[src/rtl/request_arbiter.sv]
// Round-robin arbiter that merges NUM_REQUEST requestor ports into one request stream.
// A grant is held until the downstream ack, then a one-cycle ack pulse goes back to the winner.
module request_arbiter #(
  parameter int NUM_REQUEST                = 4,
  parameter int SINGLE_ENTRY_WIDTH_IN_BITS = 64,
  parameter int NUM_REQUEST_LOG2           = $clog2(NUM_REQUEST)
) (
  input  logic                                              clk_in,
  input  logic                                              reset_in,
  input  logic [NUM_REQUEST*SINGLE_ENTRY_WIDTH_IN_BITS-1:0] request_packed_in,
  input  logic [NUM_REQUEST-1:0]                            request_valid_packed_in,
  output logic [NUM_REQUEST-1:0]                            issue_ack_packed_out,
  output logic [SINGLE_ENTRY_WIDTH_IN_BITS-1:0]             request_out,
  output logic                                              request_valid_out,
  input  logic                                              issue_ack_in
);

  typedef enum logic [1:0] {IDLE, ISSUE, ACK} state_t;

  state_t                                state;
  logic [NUM_REQUEST_LOG2-1:0]           last_grant;
  logic [NUM_REQUEST_LOG2-1:0]           grant_idx;
  logic [NUM_REQUEST_LOG2-1:0]           winner;
  logic [NUM_REQUEST_LOG2-1:0]           candidate;
  logic                                  found;
  logic [SINGLE_ENTRY_WIDTH_IN_BITS-1:0] payload [NUM_REQUEST];

  for (genvar i = 0; i < NUM_REQUEST; i++) begin : g_unpack
    assign payload[i] = request_packed_in[i*SINGLE_ENTRY_WIDTH_IN_BITS +: SINGLE_ENTRY_WIDTH_IN_BITS];
  end

  // First valid port found by scanning cyclically from the port after the last winner.
  always_comb begin
    found     = 1'b0;
    winner    = '0;
    candidate = '0;
    for (int k = 1; k <= NUM_REQUEST; k++) begin
      candidate = NUM_REQUEST_LOG2'((int'(last_grant) + k) % NUM_REQUEST);
      if (!found && request_valid_packed_in[candidate]) begin
        found  = 1'b1;
        winner = candidate;
      end
    end
  end

  always_ff @(posedge clk_in) begin
    if (reset_in) begin
      state                <= IDLE;
      last_grant           <= NUM_REQUEST_LOG2'(NUM_REQUEST - 1);
      grant_idx            <= '0;
      request_out          <= '0;
      request_valid_out    <= 1'b0;
      issue_ack_packed_out <= '0;
    end else begin
      case (state)
        IDLE: begin
          issue_ack_packed_out <= '0;
          if (found) begin
            request_out       <= payload[winner];
            request_valid_out <= 1'b1;
            grant_idx         <= winner;
            state             <= ISSUE;
          end
        end
        ISSUE: begin
          if (issue_ack_in) begin
            request_out          <= '0;
            request_valid_out    <= 1'b0;
            issue_ack_packed_out <= NUM_REQUEST'(1) << grant_idx;
            last_grant           <= grant_idx;
            state                <= ACK;
          end
        end
        // The acked requestor still shows valid here, so no grant is attempted.
        ACK: begin
          issue_ack_packed_out <= '0;
          state                <= IDLE;
        end
        default: state <= IDLE;
      endcase
    end
  end

endmodule

[config.mk]
export PLATFORM = sky130hd
export DESIGN_NAME = request_arbiter
export DESIGN_NICKNAME = d
export VERILOG_FILES = /design/src/rtl/request_arbiter.sv
export SDC_FILE = /design/constraint.sdc
export NUM_CORES = 1
export LEC_CHECK = 0
export CAP_MARGIN = 25
export CORE_MARGIN = 8
export CORE_UTILIZATION = 37
export DETAILED_ROUTE_END_ITERATION = 12
export PLACE_DENSITY = 0.92
export SLEW_MARGIN = 15
export SYNTH_ARGS = -nofsm -noshare
export SYNTH_HDL_FRONTEND = slang
export SYNTH_SLANG_ARGS = --single-unit
[constraint.sdc]
create_clock -name clk_in -period 2 [get_ports clk_in]
set_input_delay 0.6 -clock clk_in [delete_from_list [all_inputs] [get_ports clk_in]]
set_output_delay 0.6 -clock clk_in [all_outputs]
set_load 0.02 [all_outputs]
==> summary.txt, run 1 <==
STA
  • Worst slew pin tran: 0.293 ns
  • Fin Setup TNS: 0 ns
  • Slew Viols, Final: 0
  • Final Skew: 0.00507 ns
  • RSZ-0062 raised after global routing: no
  • Final setup vio count: 0
  • Post-route minimum period: 1.95 ns
  • Tcrit/Tclk final: 97.3%
  • Worst slew margin: 79.9%
  • Final Hold Fails: 0
  • F_max: 514 MHz
  • PnR worst setup slack: 0.0537 ns

Yosys
  • Simple-gate share of the synthesized area: 16.5%
  • Cell variety after synth: 31
  • Largest family of logic cells by synthesized area: compound AO/OA/AOI/OAI gates
  • FF+latch count, synth: 75
  • Sequential share of the synthesized area: 29.5%
  • Synth Cell Area: 5080 um^2
  • Post-Synth XOR/XNOR Area: 0%
  • Mux cell area share after synthesis: 12.8%
  • Synth Area in Compound Gates: 33.1%
  • Syn nets: 854
  • Synthesis Warnings: 0
  • Synth Area in Adders: 0%
  • Synthesized area per cell: 8.60 um^2
  • Synth Instances: 591

Power
  • Flop pwr share: 27.8%
  • Tot Pwr: 6430 uW
  • P_int: 4520 uW
  • Comb power frac: 38.7%
  • Pwr Density: 676 nW/um^2
  • Pleak: 0.00374 uW
  • Sw frac: 29.7%
  • Clock share of power: 33.5%
  • Max VDD drop: 0.367 mV
  • P_sw: 1910 uW

Placed design
  • Detailed Place HPWL: 18800 um
  • Dpl cells: 1084
  • Placer Congestion: 0.851
  • I/O Buffers: 331
  • Pre-CTS WS: -0.663 ns

Run
  • Max cap viols: 0

Layout
  • Layout area overhead: 87.1%
  • Ratio of cells with drive above 1 in the final layout: 12.1%
  • # diodes: 0
  • Cell Count, Final, Fillers Out: 1107
  • Nets: 1185
  • Final Util: 69.6%

Clock tree
  • Hold_buf cts: 0
  • Sink Count: 75
  • Root Driver: clkbuf_16
  • Clock slew seen by the registers of the worst setup and hold paths: 0.06 ns
  • H-Tree Depth: 3
  • Cts bufs inserted: 9
  • Worst-Skew Late Latency: 0.34 ns
  • CTS tree: done
  • Maximum clock path buffer count: 2

Die
  • Die area: 17700 um^2
  • # IOs: 332
  • Die H: 133 um
  • Core Area: 13700 um^2
  • Initial Utilization: 37.2%
  • Rows: 43
  • Die Span X: 133 um

Setup path
  • Critical path peak fanout: 2
  • Setup CP Type: reg -> out
  • Worst Path Required: 1.40 ns
  • CP delay by family, top: buffers and inverters
  • CP endpoint kind: output port
  • Max stage delay on crit path: 0.63 ns
  • Startpoint types: flip-flop
  • Worst path buffer plus inverter count: 1
  • Crit-path cells: clkdlybuf4s50_1
  • Worst EP arrival: 1.35 ns
  • Slowest-stage cell, CP: clkdlybuf4s50_1

Outcome
  • Status: finished clean

Global route
  • Largest net degree at the start of global routing: 52
  • GRT overflow: 0
  • Antenna violations before repair: 1
  • Vias in the first global route: 6796
  • Total track usage: 27.1%
  • Global-route wire length before repair: 38200 um

Min path
  • Hold WC Path Type: reg -> reg

Route
  • WL met2: 12200 um
  • Vias: 6569
  • Met1 Wirelength: 9480 um
  • Drc violations: 0
  • Drt total wl: 25000 um
  • Top Layer Used: met5
  • Antenna viol nets, final: 0
  • Avg Vias per Cell: 5.93
  • Met3 wire length: 2230 um
  • DR iter-0 viols: 499
  • DR pass1 iterations: 7
  • Wire per inst: 22.6 um
timing repair:
action,CTS,global route
buffers inserted,5,1
pin swaps,4,1
setup endpoints to repair,64,26
gates cloned,2,0
resized for setup,23,5
layout make-up:
type	instances	area [um^2]
clock buffer	9	225
clock inverter	7	164
fill	1019	4150
multi-input combinational	440	3270
sequential	75	1500
tap	180	225
timing repair buffer	396	4120
per-stage QoR:
step	instance area (um^2)	hold slack [ns]
6_report	9510	0.463
5_1_grt	9510	0.479
4_1_cts	9510	0.462
3_5_place_dp	8960	0.451
3_3_place_gp	8960	0.440
2_1_floorplan	5080	0.460
power groups by stage:
stage	Clock (uW)	Combinational, uW	Sequential, uW
floorplan	0	884	2020
CTS	2170	2470	1790
finish	2160	2480	1790
global route	2250	2620	1800
global placement	0	2330	1810
detailed placement	0	2370	1820
Yosys cell counts (all sizes together):
| cell | instances | area [um^2] |
|---|---|---|
| a21o | 1 | 7.51 |
| a22oi | 1 | 7.51 |
| nand2b | 3 | 18.8 |
| buf | 53 | 322 |
| o31ai | 64 | 480 |
| nand3 | 4 | 20.0 |
| a211o | 64 | 561 |
| mux2i | 65 | 651 |
| dfxtp | 75 | 1500 |
| o211ai | 64 | 536 |
| nand3b | 4 | 30.0 |
| clkbuf | 23 | 86.3 |
| o21ai | 3 | 15.0 |
| nor2 | 10 | 37.5 |
| a211oi | 1 | 12.5 |
| a21oi | 7 | 42.5 |
| nor2b | 2 | 20.0 |
| nor3 | 4 | 25.0 |
| nand2 | 75 | 282 |
| nand4 | 64 | 400 |
| o22ai | 1 | 6.26 |
| or2 | 1 | 6.26 |
| o21a | 2 | 15.0 |
metal layers:
layer | vias up | GRT usage (%)
li1 | 2997 | -
met1 | 3093 | 30.4
met2 | 410 | 46.6
met3 | 67 | 7.23
met4 | 2 | 13.4
met5 | - | 0
registers in the layout, indices dropped and copies added (netlist names):
register              count
issue_ack_packed_out      4
grant_idx                 2
request_valid_out         1
request_out              64
state                     2
last_grant                2
logic make-up after synthesis:
group | count (synthesis)
AOI/OAI and AO/OA | 208
and+or+nand+nor | 167
buffers and inverters | 76
DFF | 75
muxes | 65
worst paths after layout:
kind | endpoint | start | slack (ns) | cells after the start
max reg2reg | request_out[30] | last_grant[0] | 0.14 | 7
min | issue_ack_packed_out[2] | issue_ack_packed_out[2] | 0.46 | 2
min reg2reg | issue_ack_packed_out[2] | issue_ack_packed_out[2] | 0.46 | 2
max | request_out[46] | request_out[46] | 0.05 | 1
cells in the final DEF (no fill, tap or decap), drive strengths merged:
cell type	instances
nand3	4
a21oi	7
o211ai	64
a211o	64
clkdlybuf4s15	1
clkdlybuf4s50	327
clkbuf	11
o21a	2
a211oi	1
nor3	4
bufbuf	1
nand2b	3
nand2	75
buf	65
nand3b	4
nand4	64
clkinv	2
nor2b	2
a22oi	1
o31ai	64
nor2	10
or2	1
dfxtp	75
o22ai	1
bufinv	5
a21o	1
o21ai	3
mux2i	65
Power figures use the tool's default switching activity.
==> run 2, diff against run 1 <==
CORE_AREA = 8 8 123 125   (was default)
CORE_MARGIN = default   (was 8)
CORE_UTILIZATION = default   (was 37)
DIE_AREA = 0 0 131 133   (was default)
DONT_BUFFER_PORTS = 1   (was default)
PLACE_DENSITY = 0.63   (was 0.92)
==> run 2 against run 1 <==
Net effect: final area fell by 40%; die area fell by 1.8%; non-clock buffer count fell by 367; global-route usage fell by 5.3 points.
==> summary.txt, run 2 (synthesis gave the netlist of run 1 again) <==
STA
  • Final setup vio count: 0 (unchanged)
  • Final Skew: 0.00735 ns (+0.00227 ns)
  • F_max: 550 MHz (+7.1%)
  • Tcrit/Tclk final: 90.9% (-6.4 points)
  • Worst slew margin: 74.2% (-5.7 points)
  • Fin Setup TNS: 0 ns (unchanged)
  • Final Hold Fails: 0 (unchanged)
  • Worst slew pin tran: 0.383 ns (+0.0906 ns)
  • Post-route minimum period: 1.82 ns (-0.128 ns)
  • RSZ-0062 raised after global routing: no
  • Slew Viols, Final: 0 (unchanged)

Global route
  • Global-route wire length before repair: 29500 um (-23%)
  • Antenna violations before repair: 0 (-1)
  • Vias in the first global route: 5474 (-19%)
  • GRT overflow: 0 (unchanged)
  • Total track usage: 21.8% (-5.3 points)
  • Largest net degree at the start of global routing: 65 (+25%)

Layout
  • Most frequent cells in the layout: 75 x dfxtp_1, 74 x nand2_1, 65 x mux2i_1
  • Max FFs per register: 64 (unchanged)
  • Post-Layout Inst Area: 5700 um^2 (-40%)
  • Nets: 818 (-31%)
  • Reg with most FFs: request_out
  • # diodes: 0 (unchanged)
  • Ratio of cells with drive above 1 in the final layout: 12.0% (-0.12 points)
  • Largest regs: request_out x64, issue_ack_packed_out x4
  • Most common cell after layout, fill and taps aside: dfxtp_1
  • Layout area overhead: 12.1%

Route
  • Avg Vias per Cell: 7.04 (+19%)
  • Drt total wl: 20400 um (-18%)
  • DR iter-0 viols: 323 (-35%)
  • Vias: 5183 (-21%)
  • DR pass1 iterations: 5 (-2)
  • Drc violations: 0 (unchanged)
  • Wire per inst: 27.7 um (+23%)
  • Antenna viol nets, final: 0 (unchanged)

Setup path
  • FF-to-FF path depth: 6 (-1)
  • Critical path peak fanout: 35 (+33)
  • CP endpoint kind: flip-flop
  • RR Endpoint: request_out[59]
  • Worst EP arrival: 2.04 ns (+0.69 ns)
  • Setup CP Type: reg -> reg
  • Startpoint types: flip-flop
  • RR Startpoint: last_grant[0]
  • Flop-to-flop setup slack: 0.18 ns (+0.04 ns)
  • Worst Path Required: 2.22 ns (+0.82 ns)

Die
  • Die H: 133 um (-0.15%)
  • Initial Utilization: 38.8% (+1.7 points)
  • Die Span X: 131 um (-1.7%)
  • Die area: 17400 um^2 (-1.8%)
  • Rows: 42 (-2.3%)
  • Core Area: 13100 um^2 (-4.2%)
  • # IOs: 332 (unchanged)

Clock tree
  • Maximum clock path buffer count: 2 (unchanged)
  • Root Driver: clkbuf_16
  • Post_cts resized: 0 (-100%)
  • H-Tree Depth: 3 (unchanged)
  • Sink Count: 75 (unchanged)
  • Worst-Skew Late Latency: 0.33 ns (about the same)
  • Clock slew seen by the registers of the worst setup and hold paths: 0.06 ns (about the same)
  • Hold_buf cts: 0 (unchanged)
  • Cts bufs inserted: 9 (unchanged)
  • CTS tree: done
  • Post-CTS setup buffers: 0 (-5)

Run
  • Max cap viols: 0 (unchanged)

Outcome
  • Status: finished clean

Power
  • Pleak: 0.00219 uW (-41%)
  • Tot Pwr: 4870 uW (-24%)
  • Max VDD drop: 0.329 mV (-10%)
  • Pwr Density: 855 nW/um^2 (+27%)

Min path
  • Hold WC Path Type: in -> reg
  • Hold Path Origin: reset_in
  • WHS Path Cells: 1 (-1)
  • WHS Endpoint: request_valid_out

Placed design
  • Detailed Place HPWL: 14700 um (-22%)
  • Post-DP Area: 5400 um^2 (-40%)
  • I/O Buffers: 0 (-100%)
  • Placer Congestion: 0.828 (-2.6%)
## run 2: changes by cell type in the layout (fill, tap and decap cells not counted), sizes merged
cell,delta
clkbuf,+1
clkdlybuf4s15,-1
clkdlybuf4s50,-327
buf,-36
bufinv,-4
bufbuf,-1
clkinvlp,+2
clkinv,-1
## run 2: power breakdown
group,internal (uW),switching (uW)
Combinational,507,670
Sequential,1680,366
Clock,1000,648
## run 2: metal layers
layer  wire [um]  global-route usage, %
met2       10200                   38.0
met5           0                      0
met3        2380                   6.67
met1        7140                   22.6
met4         643                   12.3
## run 2: critical path, stage by stage, from the launching register on
cell and delay [ns]:
dfxtp_1 0.39, nor2b_4 0.05, o21a_2 0.26, nor3_4 0.27, buf_12 0.30, mux2i_1 0.31, o211ai_2 0.09
## run 2: cell type report
cell class | count | area [um^2]
fillers | 1253 | 7390
clock inverters | 4 | 50.0
well taps | 176 | 220
multi-input cells | 440 | 3240
flip-flops and latches | 75 | 1500
repair buffers | 29 | 443
clock buffers | 12 | 246
## run 2: worst max-delay path by stage
stage | depth (start not counted) | to | from | slack, ns
2_1_floorplan | 7 | request_out[49] | request_valid_packed_in[3] | 0.16
3_3_place_gp | 6 | request_out[23] | request_valid_packed_in[1] | -0.07
3_5_place_dp | 6 | request_out[23] | request_valid_packed_in[1] | -0.1
4_1_cts | 6 | request_out[22] | last_grant[0] | 0.18
5_1_grt | 6 | request_out[59] | last_grant[0] | 0.08
6_report | 6 | request_out[59] | last_grant[0] | 0.18
## run 2: stage by stage
step	util, %	hold WS, ns	std cells	setup slack (ns)
after global routing	43.5	0.307	736	0.0847
final	43.5	0.331	736	0.182
after floorplan	-	0.460	591	0.155
after CTS	43.5	0.306	736	0.181
after detailed placement	41.3	0.487	720	-0.0987
after global placement	41.3	0.479	720	-0.0715
==> run 3, diff against run 2 <==
CAP_MARGIN = 20   (was 25)
==> results of run 3 <==
The final DEF is identical to that of run 2; final timing and power are the same.
